--- src/rtl/cnn_iter_ctrl.sv ---
// Iteration controller for a 4x4 cellular neural network datapath.
// Sequences INIT, repeated 16-cell sweeps with a LAT-deep writeback pipeline,
// COMMIT at the end of each sweep, and terminates on an iteration limit or
// (optionally) when a whole sweep left every Y output unchanged.
module cnn_iter_ctrl #(
    parameter int LAT    = 1,
    parameter int ITER_W = 8
) (
    input  logic              clk,
    input  logic              rst,
    input  logic              start,
    input  logic [ITER_W-1:0] max_iter,
    input  logic              conv_en,
    input  logic              y_changed,
    output logic              busy,
    output logic              load_init,
    output logic              issue,
    output logic [3:0]        cell_idx,
    output logic [8:0]        nbr_mask,
    output logic              wb_en,
    output logic [3:0]        wb_idx,
    output logic              commit,
    output logic              done,
    output logic              converged,
    output logic [ITER_W-1:0] iter_cnt
);

    typedef enum logic [2:0] {
        IDLE,
        INIT,
        SWEEP,
        DRAIN,
        COMMIT,
        DONE
    } state_t;

    localparam logic [3:0]        LAST_CELL  = 4'd15;
    localparam logic [3:0]        DRAIN_LAST = 4'(LAT - 1);
    localparam logic [ITER_W-1:0] ITER_ONE   = ITER_W'(1);

    state_t                     state_q, state_d;
    logic [3:0]                 cnt_q, cnt_d;
    logic [ITER_W-1:0]          limit_q, limit_d;
    logic                       conv_en_q, conv_en_d;
    logic                       change_q, change_d;
    logic [ITER_W-1:0]          iter_q, iter_d;
    logic                       converged_q, converged_d;
    logic [LAT-1:0]             wb_v_q, wb_v_d;
    logic [LAT-1:0][3:0]        wb_idx_q, wb_idx_d;

    // Outputs decoded directly from the registered state so they are glitch-free
    always_comb begin
        busy      = (state_q != IDLE);
        load_init = (state_q == INIT);
        issue     = (state_q == SWEEP);
        commit    = (state_q == COMMIT);
        done      = (state_q == DONE);
        cell_idx  = issue ? cnt_q : 4'd0;
        converged = converged_q;
        iter_cnt  = iter_q;
        wb_en     = wb_v_q[LAT-1];
        wb_idx    = wb_idx_q[LAT-1];
    end

    // Neighbour validity: border cells see zero padding on the outside edges
    always_comb begin
        nbr_mask = 9'h1FF;
        if (cell_idx[3:2] == 2'd0) begin
            nbr_mask[2:0] = 3'b000;
        end
        if (cell_idx[3:2] == 2'd3) begin
            nbr_mask[8:6] = 3'b000;
        end
        if (cell_idx[1:0] == 2'd0) begin
            nbr_mask[0] = 1'b0;
            nbr_mask[3] = 1'b0;
            nbr_mask[6] = 1'b0;
        end
        if (cell_idx[1:0] == 2'd3) begin
            nbr_mask[2] = 1'b0;
            nbr_mask[5] = 1'b0;
            nbr_mask[8] = 1'b0;
        end
        if (!issue) begin
            nbr_mask = 9'h000;
        end
    end

    // Writeback delay line: issue/cell_idx shifted through LAT stages
    always_comb begin
        wb_v_d      = wb_v_q;
        wb_idx_d    = wb_idx_q;
        wb_v_d[0]   = issue;
        wb_idx_d[0] = cell_idx;
        for (int i = 1; i < LAT; i++) begin
            wb_v_d[i]   = wb_v_q[i-1];
            wb_idx_d[i] = wb_idx_q[i-1];
        end
    end

    // Next-state logic: run sequencing, iteration counting and termination
    always_comb begin
        state_d     = state_q;
        cnt_d       = cnt_q;
        limit_d     = limit_q;
        conv_en_d   = conv_en_q;
        change_d    = change_q;
        iter_d      = iter_q;
        converged_d = converged_q;

        // Writebacks can only occur inside the current sweep/drain window,
        // and the flag is cleared on every sweep entry below.
        if (wb_en && y_changed) begin
            change_d = 1'b1;
        end

        case (state_q)
            IDLE: begin
                if (start) begin
                    state_d     = INIT;
                    limit_d     = (max_iter == '0) ? ITER_ONE : max_iter;
                    conv_en_d   = conv_en;
                    iter_d      = '0;
                    converged_d = 1'b0;
                end
            end
            INIT: begin
                state_d  = SWEEP;
                cnt_d    = 4'd0;
                change_d = 1'b0;
            end
            SWEEP: begin
                if (cnt_q == LAST_CELL) begin
                    state_d = DRAIN;
                    cnt_d   = 4'd0;
                end else begin
                    cnt_d = cnt_q + 4'd1;
                end
            end
            DRAIN: begin
                if (cnt_q == DRAIN_LAST) begin
                    state_d = COMMIT;
                    cnt_d   = 4'd0;
                end else begin
                    cnt_d = cnt_q + 4'd1;
                end
            end
            COMMIT: begin
                iter_d = iter_q + ITER_ONE;
                if (iter_d == limit_q) begin
                    state_d = DONE;
                end else if (conv_en_q && !change_q) begin
                    state_d     = DONE;
                    converged_d = 1'b1;
                end else begin
                    state_d  = SWEEP;
                    cnt_d    = 4'd0;
                    change_d = 1'b0;
                end
            end
            DONE: begin
                state_d = IDLE;
            end
            default: begin
                state_d = IDLE;
            end
        endcase
    end

    // State register; reset also flushes the writeback pipeline
    always_ff @(posedge clk) begin
        if (rst) begin
            state_q     <= IDLE;
            cnt_q       <= 4'd0;
            limit_q     <= '0;
            conv_en_q   <= 1'b0;
            change_q    <= 1'b0;
            iter_q      <= '0;
            converged_q <= 1'b0;
            wb_v_q      <= '0;
            wb_idx_q    <= '0;
        end else begin
            state_q     <= state_d;
            cnt_q       <= cnt_d;
            limit_q     <= limit_d;
            conv_en_q   <= conv_en_d;
            change_q    <= change_d;
            iter_q      <= iter_d;
            converged_q <= converged_d;
            wb_v_q      <= wb_v_d;
            wb_idx_q    <= wb_idx_d;
        end
    end

endmodule

--- config.mk ---
export PLATFORM = sky130hd
export DESIGN_NAME = cnn_iter_ctrl
export DESIGN_NICKNAME = d
export VERILOG_FILES = /design/src/rtl/cnn_iter_ctrl.sv
export SDC_FILE = /design/constraint.sdc
export NUM_CORES = 1
export LEC_CHECK = 0
export ABC_AREA = 1
export CAP_MARGIN = 20
export CORE_ASPECT_RATIO = 1.2
export CORE_UTILIZATION = 50
export CTS_BUF_LIST = sky130_fd_sc_hd__clkbuf_2
export DETAILED_ROUTE_END_ITERATION = 16
export HOLD_SLACK_MARGIN = 0.1
export PLACE_DENSITY = 0.85
export SYNTH_ARGS = -nofsm -noshare
export SYNTH_HDL_FRONTEND = slang
export SYNTH_SLANG_ARGS = --single-unit
--- constraint.sdc ---
create_clock -name clk -period 2.45 [get_ports clk]
set_clock_uncertainty 0.2 [all_clocks]
set_input_delay 0.3675 -clock clk [delete_from_list [all_inputs] [get_ports clk]]
set_output_delay 0.3675 -clock clk [all_outputs]
set_load 0.02 [all_outputs]
==> summary.txt <==
Status
  – Status: completed

Routing
  – Antenna Violating Nets Remaining: 0
  – Routed vias/inst: 5.11
  – Vias post-DR: 1769
  – Routed WL per cell: 11.6 um
  – DR top layer: met4
  – Final wirelength: 4.03 mm
  – Met3 WL post-DR: 182 um
  – Initial DRC count: 53
  – Met2 WL: 1.99 mm
  – Met1 WL: 1.79 mm
  – Pre-antenna DRT Iters: 5
  – Residual DRC: 0

Synth
  – Sequential share of the synthesized area: 37.4%
  – Fraction of registers with async set/reset: 0%
  – Post-synthesis register bit count: 31
  – Synth Area per Inst: 6.39 um2
  – Mapped Area: 1660 um2
  – Post-synth top area share: 37.4%
  – Post-Syn Instances: 260
  – Unique cell type count in the Yosys netlist: 25
  – Syn Nets: 276
  – Synth cell count leaders: nand2_1 (57), inv_1 (42), nor2_1 (41), dfxtp_1 (31), a21oi_1 (25)
  – Synth area leader: dfxtp_1
  – Synth Warn #: 0
  – Most common cell in the netlist: nand2_1
  – Top area cells in the synthesized netlist: dfxtp_1 (37%), nand2_1 (13%), inv_1 (9.5%), nor2_1 (9.3%), a21oi_1 (7.5%)
  – EDFF count, synth: 0
  – Post-synth top flop: dfxtp_1

Clock tree
  – Clock-pin slew reported for the worst setup and hold paths after clock tree synthesis: 0.16 ns
  – Clock Sinks: 31
  – Clock buffer count from CTS: 5
  – H-tree depth: 2
  – # hold bufs at CTS: 0
  – CTS tree: done
  – Largest buffer count on any clock path: 2
  – CTS Root Buffer Type: clkbuf_2
  – Clk_lat worst skew: 0.39 ns

STA
  – Final setup violating endpoints: 0
  – Post-layout min period: 2.40 ns
  – Fmax: 417 MHz
  – TNS Setup: 0 ns
  – Final Hold Viols: 0
  – PnR worst setup slack: 0.0503 ns
  – Relative slew slack: 69.9%
  – Crit share post-route: 97.9%
  – Final Max Slew Viols: 0
  – RSZ-0062 raised after global routing: no
  – Worst slew pin tran: 0.452 ns

Die
  – Initial core utilization: 53.4%
  – Chip width: 54.6 um
  – Ports: 45
  – Die height: 65.1 um
  – Core area: 3110 um2
  – Site row count: 22
  – Die ar.: 3560 um2

Final layout
  – Synth-to-layout area growth: 32.1%
  – N_diodes: 0
  – Nets: 325
  – Non-Filler Instances: 346
  – Share of layout cells above drive strength 1: 8.06%

Power
  – Leakage: 0.00101 uW
  – VDD IR-drop max: 0.000601 V
  – PwrDens: 707 nW/um2
  – Total power: 1550 uW

GRT
  – Total gr overflow: 0
  – First-pass GRT wire length: 6.84 mm
  – Initial antenna violation count: 0
  – Largest net degree at the start of global routing: 19
  – Vias in the first global route: 1658
  – Tot GR Track Use: 26.1%

Critical path
  – CP max-delay cell: clkdlybuf4s50_1
  – Critical path cell sequence: nor2_1, inv_1, nor2_1, inv_1, clkdlybuf4s50_1
  – Critical Setup Path Class: register to output pin
  – Critical path required time: 1.88 ns
  – Critical Path Max Stage Delay: 0.60 ns
  – Setup crit end kind: output pin
  – WP data arrival: 1.83 ns
  – Max FO, Critical Path: 5
  – CP startpoint kind: register

Placement
  – Placer congestion estimate: 0.893
  – # port buffers: 44
  – Place WS: 0.136 ns
  – DP Cell Count: 338
  – Hpwl dp: 2.94 mm

Min path
  – Hold WC Path Type: register to register

Job
  – Number of max-cap violations: 0
[cell usage in the layout, fill, tap and decap left out, types with 2 or more instances in the layout]
| cell type | n |
|---|---|
| nand2_1 | 57 |
| inv_1 | 41 |
| nor2_1 | 38 |
| dfxtp_1 | 30 |
| clkdlybuf4s50_1 | 30 |
| a21oi_1 | 25 |
| nand3_1 | 21 |
| o21ai_0 | 12 |
| dlygate4sd2_1 | 8 |
| clkbuf_2 | 6 |
| buf_4 | 5 |
| nor2_2 | 3 |
| nor3_1 | 3 |
| a211oi_1 | 3 |
| nand2_2 | 3 |
| ha_1 | 3 |
| nor2_4 | 2 |
| nand4_1 | 2 |
| o21ai_1 | 2 |
| clkinv_1 | 2 |
| dlymetal6s2s_1 | 2 |
| clkdlybuf4s15_2 | 2 |
| clkdlybuf4s15_1 | 2 |
[per-stage QoR]
stage | util (%) | hold WS [ns] | cell area (um2)
after global routing | 70.5 | 0.308 | 2190
after global placement | 69.2 | 0.234 | 2150
after detailed placement | 69.2 | 0.244 | 2150
after CTS | 70.1 | 0.264 | 2180
after floorplan | - | 0.243 | 1670
final | 70.5 | 0.276 | 2190
[what timing repair did]
| action | CTS | global route |
|---|---|---|
| endpoints found under the setup margin | 12 | 8 |
| setup buffers | 0 | 0 |
| gates cloned | 0 | 0 |
| gates resized for setup | 17 | 6 |
[final timing paths]
path	end	cells after the start	slack, ns	startpoint
hold / removal	converged$_SDFFE_PP0P_	2	0.28	converged$_SDFFE_PP0P_
hold reg to reg	converged$_SDFFE_PP0P_	2	0.28	converged$_SDFFE_PP0P_
setup / recovery	busy	5	0.05	state_q[0]$_SDFFE_PP0P_
setup reg to reg	state_q[1]$_SDFFE_PP0P_	12	0.24	iter_cnt[0]$_SDFFE_PP0P_
[metal layers]
metal | up-vias | global-route usage (%)
li1 | 924 | -
met1 | 789 | 31.3
met2 | 51 | 43.7
met3 | 5 | 4.86
met4 | 0 | 11.2
met5 | - | 0
[flip-flops by register name, indices dropped and copies added (netlist names), 3 cells and up]
signal,flops
iter_cnt,8
limit_q,8
wb_idx,4
cnt_q,4
state_q,3
[kinds of logic (layout without fill, tap and decap cells)]
family,after synthesis,count (layout),share of synthesized area (%)
compound gates,44,44,14.0
simple gates,133,133,34.5
buf+inv,49,99,11.8
flops,31,31,37.4
fa+ha+maj,3,3,2.26
[worst max-delay path: cells and delay by family, from the launching register on]
family	cells	cell delay (ns)
buf+inv	3	0.79
flops	1	0.48
simple gates	2	0.15
[area by class of cell]
type | count | area (um2)
Clock inverter | 2 | 7.51
Fill cell | 289 | 917
Inverter | 42 | 158
Tap cell | 36 | 45.0
Clock buffer | 6 | 30.0
Timing Repair Buffer | 49 | 475
Sequential cell | 31 | 622
Multi-Input combinational cell | 180 | 856
[where the power goes]
| group | internal, uW | switching, uW | total (uW) |
|---|---|---|---|
| Combinational | 258 | 422 | 680 |
| Sequential | 573 | 47.8 | 621 |
| Clock | 68.4 | 182 | 251 |
Note: power is estimated with default switching activity, not from simulation.
